**src/rtl/pe_row_pkg.sv**
```systemverilog
// Shared types and helpers for the output-stationary MAC row.
package pe_row_pkg;

  typedef enum logic [1:0] {RUN, FLUSH, DRAIN} state_t;

  // Widest accumulator the drain path can scale/saturate.
  localparam int unsigned MAX_W      = 128;
  localparam int unsigned DEF_NUM_PE = 4;

  function automatic int unsigned idx_width(input int unsigned n);
    return (n > 1) ? $clog2(n) : 1;
  endfunction

  localparam int unsigned IDX_W = idx_width(DEF_NUM_PE);

  typedef struct packed {
    logic             hit;
    logic [MAX_W-1:0] val;
  } sat_t;

  // Clamp an already sign/zero-extended value into a dw-bit result range.
  function automatic sat_t saturate(input logic [MAX_W-1:0] v,
                                    input logic             is_signed,
                                    input int unsigned      dw);
    logic signed [MAX_W-1:0] sv;
    logic signed [MAX_W-1:0] hi;
    logic signed [MAX_W-1:0] lo;
    logic        [MAX_W-1:0] umax;
    sat_t r;
    sv    = signed'(v);
    hi    = signed'((MAX_W'(1) << (dw - 1)) - MAX_W'(1));
    lo    = ~hi;
    umax  = (MAX_W'(1) << dw) - MAX_W'(1);
    r.hit = 1'b0;
    r.val = v;
    if (is_signed) begin
      if (sv > hi) begin
        r.hit = 1'b1;
        r.val = hi;
      end else if (sv < lo) begin
        r.hit = 1'b1;
        r.val = lo;
      end
    end else if (v > umax) begin
      r.hit = 1'b1;
      r.val = umax;
    end
    return r;
  endfunction

endpackage

```
**src/rtl/pe_row_mac.sv**
```systemverilog
// One MAC cell: skew register for the east-bound operand plus a wide accumulator.
module pe_mac import pe_row_pkg::*; #(
  parameter int unsigned DATA_WIDTH = 16,
  parameter int unsigned ACC_WIDTH  = 40
) (
  input  logic                  clk,
  input  logic                  reset_n,
  input  logic                  i_clear,
  input  logic                  i_acc_clr,
  input  logic                  i_mode_signed,
  input  logic [DATA_WIDTH-1:0] i_a,
  input  logic                  i_valid,
  input  logic [DATA_WIDTH-1:0] i_b,
  output logic [DATA_WIDTH-1:0] o_a,
  output logic                  o_valid,
  output logic [ACC_WIDTH-1:0]  o_acc
);

  logic [DATA_WIDTH-1:0]   r_a;
  logic                    r_valid;
  logic [ACC_WIDTH-1:0]    r_acc;
  logic [2*DATA_WIDTH-1:0] w_ax;
  logic [2*DATA_WIDTH-1:0] w_bx;
  logic [2*DATA_WIDTH-1:0] w_prod;
  logic [ACC_WIDTH-1:0]    w_ext;

  // Extending operands first keeps one multiplier for both modes.
  always_comb begin
    if (i_mode_signed) begin
      w_ax = (2*DATA_WIDTH)'(signed'(i_a));
      w_bx = (2*DATA_WIDTH)'(signed'(i_b));
    end else begin
      w_ax = (2*DATA_WIDTH)'(i_a);
      w_bx = (2*DATA_WIDTH)'(i_b);
    end
    w_prod = w_ax * w_bx;
    w_ext  = i_mode_signed ? ACC_WIDTH'(signed'(w_prod)) : ACC_WIDTH'(w_prod);
  end

  always_ff @(posedge clk or negedge reset_n) begin
    if (!reset_n) begin
      r_a     <= '0;
      r_valid <= 1'b0;
      r_acc   <= '0;
    end else begin
      r_a     <= i_a;
      r_valid <= i_clear ? 1'b0 : i_valid;
      if (i_clear || i_acc_clr) begin
        r_acc <= '0;
      end else if (i_valid) begin
        r_acc <= r_acc + w_ext;
      end
    end
  end

  assign o_a     = r_a;
  assign o_valid = r_valid;
  assign o_acc   = r_acc;

endmodule

```
**src/rtl/pe_row.sv**
```systemverilog
// Output-stationary row of NUM_PE MAC cells with a skewed left-operand chain
// and a single scaled/saturated drain port that re-arms after the last result.
module pe_row import pe_row_pkg::*; #(
  parameter int unsigned DATA_WIDTH = 16,
  parameter int unsigned ACC_WIDTH  = 40,
  parameter int unsigned NUM_PE     = 4,
  parameter int unsigned FRAC_SHIFT = 0
) (
  input  logic                           clk,
  input  logic                           reset_n,
  input  logic                           mode_signed,
  input  logic                           clear,
  input  logic                           in_valid,
  output logic                           in_ready,
  input  logic [DATA_WIDTH-1:0]          a_in,
  input  logic [NUM_PE*DATA_WIDTH-1:0]   b_in,
  output logic [DATA_WIDTH-1:0]          a_out,
  output logic                           a_out_valid,
  input  logic                           drain_start,
  output logic                           out_valid,
  input  logic                           out_ready,
  output logic [DATA_WIDTH-1:0]          out_data,
  output logic [idx_width(NUM_PE)-1:0]   out_idx,
  output logic                           out_last,
  output logic                           sat_flag
);

  localparam int unsigned          IDX_BITS = idx_width(NUM_PE);
  localparam logic [IDX_BITS-1:0]  LAST_IDX = IDX_BITS'(NUM_PE - 1);

  if (ACC_WIDTH < 2*DATA_WIDTH || ACC_WIDTH >= MAX_W || NUM_PE < 1) begin : g_bad_params
    $error("pe_row: need NUM_PE >= 1 and 2*DATA_WIDTH <= ACC_WIDTH < MAX_W");
  end

  state_t                  r_state;
  state_t                  w_next;
  logic [IDX_BITS-1:0]     r_cnt;
  logic [IDX_BITS-1:0]     r_idx;
  logic                    r_sat;
  logic                    w_hs;
  logic                    w_acc_clr;
  logic [DATA_WIDTH-1:0]   w_a   [NUM_PE+1];
  logic                    w_v   [NUM_PE+1];
  logic [ACC_WIDTH-1:0]    w_acc [NUM_PE];
  logic [ACC_WIDTH-1:0]    w_acc_sel;
  logic signed [MAX_W-1:0] w_ext_s;
  logic [MAX_W-1:0]        w_shift;
  sat_t                    w_sat;
  logic                    w_unused_sat;

  assign w_a[0] = a_in;
  assign w_v[0] = in_valid && in_ready;

  for (genvar k = 0; k < NUM_PE; k++) begin : g_cell
    pe_mac #(
      .DATA_WIDTH (DATA_WIDTH),
      .ACC_WIDTH  (ACC_WIDTH)
    ) u_mac (
      .clk           (clk),
      .reset_n       (reset_n),
      .i_clear       (clear),
      .i_acc_clr     (w_acc_clr),
      .i_mode_signed (mode_signed),
      .i_a           (w_a[k]),
      .i_valid       (w_v[k]),
      .i_b           (b_in[k*DATA_WIDTH +: DATA_WIDTH]),
      .o_a           (w_a[k+1]),
      .o_valid       (w_v[k+1]),
      .o_acc         (w_acc[k])
    );
  end

  assign a_out       = w_a[NUM_PE];
  assign a_out_valid = w_v[NUM_PE];

  always_ff @(posedge clk or negedge reset_n) begin
    if (!reset_n) r_state <= RUN;
    else          r_state <= w_next;
  end

  always_comb begin
    w_next = r_state;
    if (clear) begin
      w_next = RUN;
    end else begin
      case (r_state)
        RUN:     if (drain_start) w_next = (NUM_PE == 1) ? DRAIN : FLUSH;
        FLUSH:   if (r_cnt == '0) w_next = DRAIN;
        DRAIN:   if (w_hs && r_idx == LAST_IDX) w_next = RUN;
        default: w_next = RUN;
      endcase
    end
  end

  always_comb begin
    in_ready  = (r_state == RUN);
    out_valid = (r_state == DRAIN);
    out_last  = (r_state == DRAIN) && (r_idx == LAST_IDX);
  end

  assign w_hs      = out_valid && out_ready;
  assign w_acc_clr = w_hs && out_last;

  // FLUSH length counter, drain index and sticky saturation flag.
  always_ff @(posedge clk or negedge reset_n) begin
    if (!reset_n) begin
      r_cnt <= '0;
      r_idx <= '0;
      r_sat <= 1'b0;
    end else if (clear) begin
      r_cnt <= '0;
      r_idx <= '0;
      r_sat <= 1'b0;
    end else begin
      if (r_state == RUN && drain_start) begin
        r_cnt <= IDX_BITS'(NUM_PE - 2);
        r_idx <= '0;
      end else if (r_state == FLUSH && r_cnt != '0) begin
        r_cnt <= r_cnt - 1'b1;
      end
      if (w_hs) begin
        r_idx <= (r_idx == LAST_IDX) ? '0 : r_idx + 1'b1;
        if (w_sat.hit) r_sat <= 1'b1;
      end
    end
  end

  always_comb begin
    w_acc_sel = w_acc[r_idx];
    w_ext_s   = MAX_W'(signed'(w_acc_sel));
    if (mode_signed) w_shift = w_ext_s >>> FRAC_SHIFT;
    else             w_shift = MAX_W'(w_acc_sel) >> FRAC_SHIFT;
    w_sat     = saturate(w_shift, mode_signed, DATA_WIDTH);
  end

  assign out_data     = w_sat.val[DATA_WIDTH-1:0];
  assign w_unused_sat = ^w_sat.val[MAX_W-1:DATA_WIDTH];
  assign out_idx      = r_idx;
  assign sat_flag     = r_sat;

endmodule

```
**config.mk**
```make
export PLATFORM = sky130hd
export DESIGN_NAME = pe_row
export DESIGN_NICKNAME = d
export VERILOG_FILES = /design/src/rtl/pe_row_pkg.sv /design/src/rtl/pe_row_mac.sv /design/src/rtl/pe_row.sv
export SDC_FILE = /design/constraint.sdc
export NUM_CORES = 2
export LEC_CHECK = 0
export ABC_AREA = 1
export CORE_ASPECT_RATIO = 1.25
export CORE_MARGIN = 4
export CORE_UTILIZATION = 34
export DETAILED_ROUTE_END_ITERATION = 10
export GPL_TIMING_DRIVEN = 0
export SYNTH_ARGS = -nofsm -noshare
export SYNTH_HDL_FRONTEND = slang
export SYNTH_SLANG_ARGS = --single-unit
```
**constraint.sdc**
```tcl
create_clock -name clk -period 17.9 [get_ports clk]
set_input_delay 1.79 -clock clk [delete_from_list [all_inputs] [get_ports clk]]
set_output_delay 1.79 -clock clk [all_outputs]
set_load 0.02 [all_outputs]
```
==> qor.yml <==
first_pass_iters: 8
critPathBufInv: 13
avgRoutedWirePerCell_um: 19.0
setup_repair_after_global_routing_missed_its_margin: "no"
syn_nets: 11400
grt_first_pass_wirelength_um: 363000
chipHeight_um: 520
crit_path_max_incr_delay_ns: 0.77
antenna_found_initial: 28
cp_top_family: "adder cells"
r2r.worst_path.cells: 40
fp.dieW_um: 418
drt-total-wl_um: 233000
placement.io_buffers: 61
numCtsBuffers: 34
worst_setup_hold_path_clk_slew_ns: 0.06
globalRouteMet2Util_pct: 38.1
worst-path-max-fanout: 12
ant_nets: 0
synth_seq_cells: 235
grt_use_met3_pct: 2.38
grt_busiest_layer: "met2"
crit_top_cell: "fa_1"
dpl_cell_area_um2: 75500
worstHoldPathCells: 0
endpoint_of_the_worst_slack_reg_to_reg_timing_path: "g_cell[1].u_mac.o_acc[37]"
finalInstanceArea_um2: 76800
synth_edf_count: 0
clock_skew_ns: 0.0538
worstPathArrival_ns: 15.17
layout.cells.non_filler: 12200
number_of_global_route_vias_before_repair: 62700
fmax_achieved_mhz: 68.0
tightestPinTransition_ns: 1.24
first_iter_violations: 3898
grt_max_degree: 110
ctsRootBufferMaster: "clkbuf_16"
place_congestion: 0.960
worst_skew_pair.late_latency_ns: 0.62
detail_route.drc_violations: 0
crit_path_end_kind: "flop"
post-cts-setup-buffer-count: 0
timing.final.crit_period_ns: 14.71
gr_util_all_layers_pct: 21.6
synth.yosys.warnings: 0
final_layout_size_suffix_gt1_share_pct: 2.27
core_region_area_um2: 208000
synth-main-ff-cell: "dfrtp_1"
design.final.nets: 11500
slew_viol_final: 0
gr-total-overflow: 0
dpl.cell_count: 12200
top_area_cell_type_share_of_the_netlist_area_pct: 37.5
syn_inst: 9362
critical-path-slowest-cell: "fa_1"
ctsHoldBuffers: 0
hold_viol_final: 0
avgViaCountPerCell: 4.79
area_growth_syn_to_layout_pct: 7.52
clock_sinks: 235
timing.slew.headroom_pct: 17.5
dp.final_hpwl_um: 202000
critical_path_required_ns: 18.37
initial_core_utilization_pct: 34.3
finalSetupTns_ns: 0
h-tree-depth: 2
synthTopCellsByArea: "fa_1, inv_1, ha_1, nand2_1, dfrtp_1"
ctsLongestPathBuffers: 3
final.period_utilization_pct: 82.2
die-area_um2: 217000
holdCritStartpoint: "g_cell[1].u_mac.o_a[1]"
seq_area_frac_synth_pct: 8.23
outcome: "complete, no violations"
cts_resized: 0
yosys.area.top_type: "fa_1"
regToRegSetupSlack_ns: 7.23
hold-path-endpoint: "g_cell[2].u_mac.o_a[1]"
cap_viol_max_count: 0
route.vias.total: 58600
regToRegStartpoint: "g_cell[0].u_mac.o_a[0]"
avgSynthCellArea_um2: 7.63
cts_tree: "done"
placement_rows: 187
distinct_cell_type_count_after_synthesis: 60
setup_violations: 0
setup.worst_path.start_class: "input port"
design.portCount: 126
groute.layer.met1.usage_pct: 25.9
syn_area_um2: 71400
ys_async_sr_fraction_pct: 100
timing.hold.worst.class: "reg -> reg"
setup.worst_path.class: "in -> reg"
[cell usage in the layout (no fill, tap or decap), types with 86 or more instances in the layout]
cell type	synthesis	routed
inv_1	2864	2864
a21oi_1	454	454
nor2_1	367	367
ha_1	653	653
xor2_1	134	134
clkbuf_1	277	277
dfrtp_1	235	235
nand2_1	1968	1968
o21ai_0	327	327
nand3_1	165	165
xnor2_1	86	86
fa_1	1336	1336
[through the flow]
step	hold slack, ns	setup slack (ns)	utilization [%]
2_1_floorplan	0.349	7.11	-
3_3_place_gp	0.358	0.0471	36.2
3_5_place_dp	0.358	2.59	36.3
4_1_cts	0.371	3.16	36.9
5_1_grt	0.381	2.53	36.9
6_report	0.370	3.19	36.9
[worst register-to-register path: cells and delay by family, from the launching register on]
family / cells / cell delay (ns)
flops: 1 / 0.55
compound gates: 8 / 1.45
xor+xnor: 2 / 0.49
buf+inv: 7 / 0.99
fa+ha+maj: 10 / 4.26
simple gates: 13 / 2.88
[how the worst max path moves through the flow]
stage	from	slack [ns]	endpoint	cells past startpoint
floorplan	mode_signed	7.11	g_cell[3].u_mac.o_acc[37]	39
global placement	mode_signed	0.05	g_cell[2].u_mac.o_acc[37]	44
detailed placement	mode_signed	2.59	g_cell[2].u_mac.o_acc[37]	44
CTS	mode_signed	3.16	g_cell[2].u_mac.o_acc[37]	44
global route	mode_signed	2.53	g_cell[2].u_mac.o_acc[37]	44
finish	mode_signed	3.19	g_cell[2].u_mac.o_acc[37]	44
[state kept, by name, summed over array words and instances, names as in the netlist]
name,flops
g_cell.u_mac.o_acc,160
g_cell.u_mac.o_valid,4
out_idx,2
sat_flag,1
g_cell.u_mac.o_a,64
r_state,2
r_cnt,2
[cell usage after synthesis, types with 3 or more instances]
| library cell | n |
|---|---|
| clkinv_1 | 5 |
| o21a_1 | 10 |
| o22ai_1 | 50 |
| inv_1 | 2864 |
| clkbuf_1 | 277 |
| xnor2_1 | 86 |
| dfrtp_1 | 235 |
| buf_6 | 4 |
| o221ai_1 | 8 |
| nand2_4 | 9 |
| xor2_1 | 134 |
| o31ai_1 | 30 |
| nand3_1 | 165 |
| o21ai_1 | 16 |
| nand4_1 | 37 |
| nand2_2 | 34 |
| nor4_1 | 12 |
| o211a_1 | 3 |
| nor2_4 | 15 |
| a21oi_1 | 454 |
| nor2_1 | 367 |
| o21bai_1 | 18 |
| nand3b_1 | 13 |
| a21boi_0 | 10 |
| a31oi_1 | 19 |
| ha_1 | 653 |
| o21ai_0 | 327 |
| a211oi_1 | 6 |
| a21o_1 | 33 |
| buf_2 | 23 |
| a221oi_1 | 5 |
| nor3_1 | 30 |
| and2_1 | 4 |
| fa_1 | 1336 |
| a22o_1 | 3 |
| o211ai_1 | 9 |
| nand3_2 | 12 |
| nand2_1 | 1968 |
| or2_2 | 14 |
| inv_2 | 13 |
| buf_1 | 22 |
| nor2_2 | 7 |
[per-layer routing]
metal | vias up | part of all wire (%)
li1 | 27400 | -
met1 | 28900 | 39
met2 | 1709 | 49
met3 | 545 | 5.4
met4 | 14 | 6.4
met5 | - | 0.036
[cell type report]
type / instances / area (µm²)
antenna: 11 / 27.5
buffer: 330 / 1350
clock buffer: 47 / 990
clock inverter: 15 / 229
fill: 21900 / 131000
inverter: 2882 / 10800
multi-input combinational: 5915 / 53400
sequential: 235 / 5880
tap: 2740 / 3430
timing repair buffer: 64 / 686
[kinds of logic after synthesis]
family | after synthesis | share of synthesized area, %
xor+xnor | 220 | 2.70
flops | 235 | 8.23
simple gates | 2693 | 15.4
compound gates | 1013 | 7.80
buf+inv | 3212 | 17.0
fa+ha+maj | 1989 | 48.9
Power is not shown: default switching activity piles up to over one toggle a cycle in this logic, so the estimate is an artifact.
